<file path="src/rtl/clock_divider_pkg.sv">
// Shared types and constants for the SPI-style clock divider.
// The divisor clamp lives here so the reset value and latched values follow one rule.
package clock_divider_pkg;

  localparam int DIV_WIDTH        = 8;
  localparam int PERIOD_CNT_WIDTH = 4;
  localparam int DEFAULT_DIVISOR  = 2;
  localparam int NUM_PERIODS      = 8;

  typedef enum logic [1:0] {
    IDLE   = 2'd0,
    CONFIG = 2'd1,
    RUN    = 2'd2
  } state_t;

  // A divide-by-0 or divide-by-1 cannot produce a low and a high phase, so both become 2.
  function automatic logic [DIV_WIDTH-1:0] clamp_divisor(input logic [DIV_WIDTH-1:0] d);
    return (d < DIV_WIDTH'(2)) ? DIV_WIDTH'(2) : d;
  endfunction

endpackage

</file>
<file path="src/rtl/clock_divider.sv">
// Generates NUM_PERIODS periods of a divided clock per run request.
// Each period is low for ceil(D/2) cycles, then high for floor(D/2) cycles.
module clock_divider #(
  parameter int DEFAULT_DIVISOR = clock_divider_pkg::DEFAULT_DIVISOR,
  parameter int NUM_PERIODS     = clock_divider_pkg::NUM_PERIODS
) (
  input  logic       i_clk,
  input  logic       i_rst,
  input  logic [8:0] i_config,
  input  logic       i_start_n,
  output logic       o_ready,
  output logic       o_clk
);

  import clock_divider_pkg::*;

  localparam logic [PERIOD_CNT_WIDTH-1:0] LAST_PERIOD   = PERIOD_CNT_WIDTH'(NUM_PERIODS - 1);
  localparam logic [DIV_WIDTH-1:0]        RESET_DIVISOR = clamp_divisor(DIV_WIDTH'(DEFAULT_DIVISOR));

  state_t                      state, state_n;
  logic [DIV_WIDTH-1:0]        divisor, divisor_n;
  logic [DIV_WIDTH-1:0]        cycle_cnt, cycle_cnt_n;
  logic [PERIOD_CNT_WIDTH-1:0] period_cnt, period_cnt_n;
  logic                        ready_n, clk_n;
  logic                        strobe;
  logic [DIV_WIDTH-1:0]        cfg_divisor;
  logic [DIV_WIDTH:0]          low_len;

  assign strobe      = i_config[0];
  assign cfg_divisor = i_config[DIV_WIDTH:1];
  // One extra bit keeps ceil(D/2) exact for D=255.
  assign low_len     = ({1'b0, divisor} + 1'b1) >> 1;

  always_ff @(posedge i_clk or posedge i_rst) begin
    if (i_rst) begin
      state      <= IDLE;
      divisor    <= RESET_DIVISOR;
      cycle_cnt  <= '0;
      period_cnt <= '0;
      o_ready    <= 1'b1;
      o_clk      <= 1'b0;
    end else begin
      state      <= state_n;
      divisor    <= divisor_n;
      cycle_cnt  <= cycle_cnt_n;
      period_cnt <= period_cnt_n;
      o_ready    <= ready_n;
      o_clk      <= clk_n;
    end
  end

  // o_clk and o_ready are computed for the next cycle so both leave a flop directly.
  always_comb begin
    state_n      = state;
    divisor_n    = divisor;
    cycle_cnt_n  = cycle_cnt;
    period_cnt_n = period_cnt;
    clk_n        = 1'b0;

    case (state)
      IDLE: begin
        cycle_cnt_n  = '0;
        period_cnt_n = '0;
        if (strobe) begin
          divisor_n = clamp_divisor(cfg_divisor);
          state_n   = CONFIG;
        end else if (!i_start_n) begin
          state_n = RUN;
        end
      end
      CONFIG: begin
        if (!strobe) state_n = IDLE;
      end
      RUN: begin
        if (cycle_cnt == divisor - DIV_WIDTH'(1)) begin
          cycle_cnt_n = '0;
          if (period_cnt == LAST_PERIOD) begin
            period_cnt_n = '0;
            state_n      = IDLE;
          end else begin
            period_cnt_n = period_cnt + 1'b1;
          end
        end else begin
          cycle_cnt_n = cycle_cnt + 1'b1;
        end
        if (state_n == RUN) clk_n = ({1'b0, cycle_cnt_n} >= low_len);
      end
      default: state_n = IDLE;
    endcase

    ready_n = (state_n == IDLE);
  end

endmodule

</file>
<file path="config.mk">
export PLATFORM = sky130hd
export DESIGN_NAME = clock_divider
export DESIGN_NICKNAME = d
export VERILOG_FILES = /design/src/rtl/clock_divider_pkg.sv /design/src/rtl/clock_divider.sv
export SDC_FILE = /design/constraint.sdc
export NUM_CORES = 1
export LEC_CHECK = 0
export BUFFER_PORTS_ARGS = -buffer_cell sky130_fd_sc_hd__buf_2
export CORE_MARGIN = 3
export CORE_UTILIZATION = 65
export CTS_BUF_LIST = sky130_fd_sc_hd__clkbuf_2 sky130_fd_sc_hd__clkbuf_4 sky130_fd_sc_hd__clkbuf_8
export DETAILED_ROUTE_END_ITERATION = 6
export PLACE_DENSITY_LB_ADDON = 0.05
export SETUP_SLACK_MARGIN = 0.1
export SYNTH_ARGS = -nofsm -noshare
export SYNTH_HDL_FRONTEND = slang
export SYNTH_SLANG_ARGS = --single-unit
</file>
<file path="constraint.sdc">
create_clock -name i_clk -period 6.8 [get_ports i_clk]
set_clock_uncertainty 0.05 [all_clocks]
set_input_delay 0.34 -clock i_clk [delete_from_list [all_inputs] [get_ports i_clk]]
set_output_delay 0.34 -clock i_clk [all_outputs]
set_load 0.005 [all_outputs]
</file>
Word level (Yosys, flattened, before mapping) --
Index checks and enable logic that the tools add are counted.
Word-level totals: register bits 24, latch bits 0, bits in writable memories 0, ROM bits 0, input bits 12, output and inout port bits 2, word-level logic and storage cells 39, memories kept 0
Cells by class: add/subtract/negate cells 4, $mul 0, divide/modulo/power cells 0, order comparisons 2, eq/ne operators 6, shift-type cells 0, mux-type cells 16, bitwise gates (word level) 0, reduce and logical (&&, ||, !) cells 5
Operators with widths (number):
- 8-bit 2-to-1 mux | 3
- 8-bit case mux with 2 select lines | 1
- 2-bit 2-to-1 mux | 6
- 8-bit by 1-bit adder with 9-bit output (second input constant) | 1
- 8-bit by 1-bit adder with 8-bit output (second input constant) | 1
- 8-bit == test | 1
- 8-bit >= comparator | 1
- 8-bit by 2-bit < comparator with 1-bit output (second input constant) | 1
- 4-bit 2-to-1 mux | 2
- 4-bit case mux with 2 select lines | 1
- 8-bit by 1-bit subtractor with 8-bit output (second input constant) | 1
- 2-bit case mux with 3 select lines | 1
- 4-bit by 1-bit adder with 4-bit output (second input constant) | 1
- 2-bit == test (second input constant) | 2
- 4-bit by 3-bit == test with 1-bit output (second input constant) | 1
- 2-bit logical NOT | 2
- 2-bit AND reduction | 2
- 2-bit by 1-bit == test with 1-bit output (second input constant) | 1
- 1-bit 2-to-1 mux | 2
- 2-bit != test (second input constant) | 1
- 2-bit nonzero test | 1

Longest topological paths before layout --
depth after elaboration 7, mapped depth 17, mapped depth without buffers 15

Worst setup path before layout --
No wires, ideal clock.
path type reg-to-reg, start point register divisor[1], end point register o_clk, setup time 0.128 ns, data arrival time 3.325 ns, required time 6.622 ns, setup slack 3.297 ns, cell stages (with the launch flop) 18, buffers on the path 3, clock period less this slack 3.503 ns, cells stage by stage dfstp_2 -> buf_2 -> inv_1 -> ha_1 -> xor2_1 -> nand2_1 -> or3b_2 -> nor4_2 -> buf_2 -> buf_2 -> nor2_1 -> ha_1 -> a21oi_1 -> nor2b_1 -> o21ai_0 -> a21oi_1 -> o41ai_1 -> nor2_1
Between the ends: cells in the longest elaborated chain, start to end 7, elaborated cells on any way between the ends 11, classes of those cells add/sub: 2; order compare: 1; eq/ne: 2; mux: 6
RTL lines:
- start, declared | line clock_divider.sv:21 | logic [DIV_WIDTH-1:0] divisor, divisor_n;
- start signal, assigned | line clock_divider.sv:44 | divisor <= divisor_n;
- 8-bit by 1-bit subtractor with 8-bit output | line clock_divider.sv:75 | if (cycle_cnt == divisor - DIV_WIDTH'(1)) begin
- 8-bit == test | line clock_divider.sv:75
- 8-bit 2-to-1 mux or 2-bit 2-to-1 mux (tied branches) | line clock_divider.sv:75
- 8-bit 2-to-1 mux or 2-bit 2-to-1 mux (tied branches) | line clock_divider.sv:60 | case (state)
- 8-bit >= comparator or 2-bit == test (tied branches) | line clock_divider.sv:86 | if (state_n == RUN) clk_n = ({1'b0, cycle_cnt_n} >= low_len);
- 1-bit 2-to-1 mux (*) | line clock_divider.sv:86
- 1-bit 2-to-1 mux (*) | line clock_divider.sv:60
- named net clk_n | line clock_divider.sv:24 | logic ready_n, clk_n;
- end signal, assigned | line clock_divider.sv:48 | o_clk <= clk_n;
- end, declared | line clock_divider.sv:12 | output logic o_clk
The timed path passes the listed nets; every way through them passes the cells marked *. The select of a mux whose other input is x is not followed. A chain may end at the register's enable or synchronous reset.

Worst setup path in the final report --
Same ends and word-level chain as after synthesis.

==> summary.md <==
| Metric | Value |
|---|---|
| Status | complete, no violations |
| Synthesized instance count | 199 |
| Final HPWL DP | 2700 microns |
| Clock buffer depth | 2 |
| Chip height | 58.0 microns |
| Max Cap Viol | 0 |
| Post-cts sizing count | 0 |
| Final WL | 3700 microns |
| Skew-Pair Late Insertion Delay | 310 ps |
| Starting DRC count in detailed routing | 51 |
| Pre-Repair DR Iteration Count | 4 |
| Post-synthesis sequential area ratio | 34.3% |
| Crit share post-route | 54.3% |
| All-Layer GR Usage | 25.3% |
| GPL Wtd Cong | 0.903 |
| Row count | 18 |
| Reg2reg start | divisor[1]$_DFFE_PP1P_ |
| Asr flop ratio synth | 100% |
| Io pins | 14 |
| Via count | 1437 |
| CP Data Required Time | 6960 ps |
| TNS Setup | 0 ps |
| Met3 routed WL | 97 microns |
| Gr ovfl total | 0 |
| Number of synthesized flops with an enable pin | 0 |
| Die W | 58.0 microns |
| Final worst setup slack | 3110 ps |
| Global-route wire length before repair | 6480 microns |
| Final antenna-violating net count | 0 |
| Port-buffer cells | 13 |
| Starting Density | 69.6% |
| Worst hold path type | primary input to async pin |
| Leak Pwr | 0.881 nW |
| DRC viols | 0 |
| Final instance area | 0.00186 sq mm |
| Synth top cells by count | 22 x dfrtp_1, 22 x nor2_1, 15 x xor2_1, 13 x nand2_1, 12 x ha_1 |
| CTS tree | done |
| Yosys warns | 0 |
| Top cells by area, synth | dfrtp_1 31%, ha_1 8.5%, xor2_1 7.5% |
| Synth Cell Area | 0.00176 sq mm |
| Crit start category | flip-flop |
| Worst hold slack | 137 ps |
| Final Non-Filler Cells | 234 |
| Post-placement cell area | 0.00181 sq mm |
| Die area | 0.00336 sq mm |
| Post-synth top area share | 31.3% |
| Total power | 548 uW |
| Synth Area in Simple Gates | 23.9% |
| R2R Setup Slk | 3110 ps |
| Synth Area in Compound Gates | 13.6% |
| Initial antenna violation count | 0 |
| Reg clk slew, reported paths | 130 ps |
| Routed length on met2 | 1800 microns |
| CP max FO | 21 |
| Post-Place Worst Slack | 3210 ps |
| Crit path DAT | 3850 ps |
| Core Util, Final | 73.7% |
| # Post-CTS Setup Buffers | 0 |
| H-tree depth | 1 |
| Post-synthesis mux area share | 5.06% |
| Setup Crit Path Kind | flip-flop to flip-flop |
| Slew headroom | 40.8% |
| Synth area leader | dfrtp_1 |
| CP Capture Type | flip-flop |
| Routed WL per cell | 15.8 microns |
| Fin. Hold Viols | 0 |
| Peak supply drop | 0.268 mV |
| Clock root cell | clkbuf_4 |
| Largest family of logic cells by synthesized area | simple AND/OR/NAND/NOR gates |
| PwrDens | 295 mW/mm^2 |
| Worst-margin pin slew | 888 ps |
| Final setup viols | 0 |
| Fin crit period | 3690 ps |
| Synth Area in XOR/XNOR | 9.47% |
| Clk sinks | 24 |
| Placed Cells | 230 |
| Adder and majority gate portion of the synthesized area | 8.55% |
| Post-Synthesis Mean Instance Area | 8.83 sq um |
| FMAX | 271 MHz |
| Fill count | 203 |
| Syn-to-layout area delta | 5.84% |
| Max-slew violations | 0 |
| Routed vias/inst | 6.14 |
| Synth Flop Type | dfrtp_1 |
| Antenna Cells | 0 |
| Synth unique cells | 43 |
| WL met1 | 1760 microns |
| Largest net degree at the start of global routing | 25 |
| CORE AREA | 0.00252 sq mm |
| Fraction of layout cells with a size suffix above 1 | 14.7% |
| CTS Buf Count | 3 |
| RSZ-0062 raised after global routing | false |
| Nets | 229 |
| Highest metal used | met4 |
| Worst r2r dst | o_clk$_DFF_PP0_ |
| Vias in the first global route | 1398 |
| #FFs+latches synth | 24 |
| CTS Hold Buffers Added | 0 |
| Syn Nets | 223 |
| Worst-case reg-to-reg path depth | 16 |
-- registers in the layout (all words and copies together), names as in the netlist --
register,count
cycle_cnt,8
divisor,8
o_clk,1
o_ready,1
period_cnt,4
state,2
-- power by group --
group / total, mW / switching, mW / internal (mW)
Clock: 0.102 / 0.0424 / 0.0596
Sequential: 0.235 / 0.0627 / 0.173
Combinational: 0.210 / 0.104 / 0.106
Total: 0.548 / 0.209 / 0.338
-- kinds of logic (layout without fill, tap and decap cells) --
| group | Yosys count | in the layout |
|---|---|---|
| flops | 24 | 24 |
| fa+ha+maj | 12 | 12 |
| simple gates | 81 | 81 |
| xor+xnor | 19 | 19 |
| compound gates | 34 | 34 |
| mux | 8 | 8 |
| buf+inv | 21 | 26 |
-- layout by cell type (no fill, tap or decap), types with 2 or more instances in the layout --
cell and n:
mux2_2 7, o31ai_1 4, or4_1 2, buf_2 13, inv_1 8, a31oi_1 2
nor3b_1 2, o41ai_1 2, nor2_1 22, a21oi_1 5, dfrtp_1 22, ha_1 12
xnor2_1 4, o21ai_0 6, nor2b_1 4, dfstp_2 2, or3_1 4, nand2b_1 6
nand4_1 3, xor2_1 15, a22o_1 4, nand2_1 13, nor3_1 5, a21o_1 4
clkbuf_4 3, nand3_1 11, a221o_1 2
-- per-layer routing --
layer / GRT usage, % / vias to the layer above
met5: 0 / -
met2: 40.6 / 34
met1: 36.1 / 690
met3: 2.23 / 6
met4: 8.61 / 0
li1: - / 707
-- worst max-delay path by stage --
stage / from / endpoint / slack (ps) / cells after the start
floorplan: divisor[1]$_DFFE_PP1P_ / o_clk$_DFF_PP0_ / 3300 / 17
detailed placement: divisor[1]$_DFFE_PP1P_ / o_clk$_DFF_PP0_ / 3210 / 16
global placement: divisor[1]$_DFFE_PP1P_ / o_clk$_DFF_PP0_ / 3330 / 16
global route: divisor[0]$_DFFE_PP0P_ / o_clk$_DFF_PP0_ / 2910 / 16
CTS: divisor[1]$_DFFE_PP1P_ / o_clk$_DFF_PP0_ / 3120 / 16
finish: divisor[1]$_DFFE_PP1P_ / o_clk$_DFF_PP0_ / 3110 / 16
-- critical path, stage by stage (launching register included) --
cell      delay [ps]
dfstp_2          640
inv_1             60
ha_1             300
xor2_1           160
nand2_1           60
or3b_2           470
nor4_2           230
buf_4            270
or2_2            140
ha_1             210
nand2b_1         150
a21oi_1          170
nor2b_1           60
o21ai_0          170
a21oi_1           90
o41ai_1          260
nor2_1            80
-- area by class of cell --
class / instances / area (sq um) / area share (%)
multi-input cells: 154 / 1060 / 57.2
well taps: 30 / 37.5 / 2.02
clock buffers: 3 / 22.5 / 1.21
clock inverters: 1 / 30.0 / 1.62
flip-flops and latches: 24 / 603 / 32.4
repair buffers: 14 / 72.6 / 3.90
inverters: 8 / 30.0 / 1.62
(Power assumes the default switching activity.)
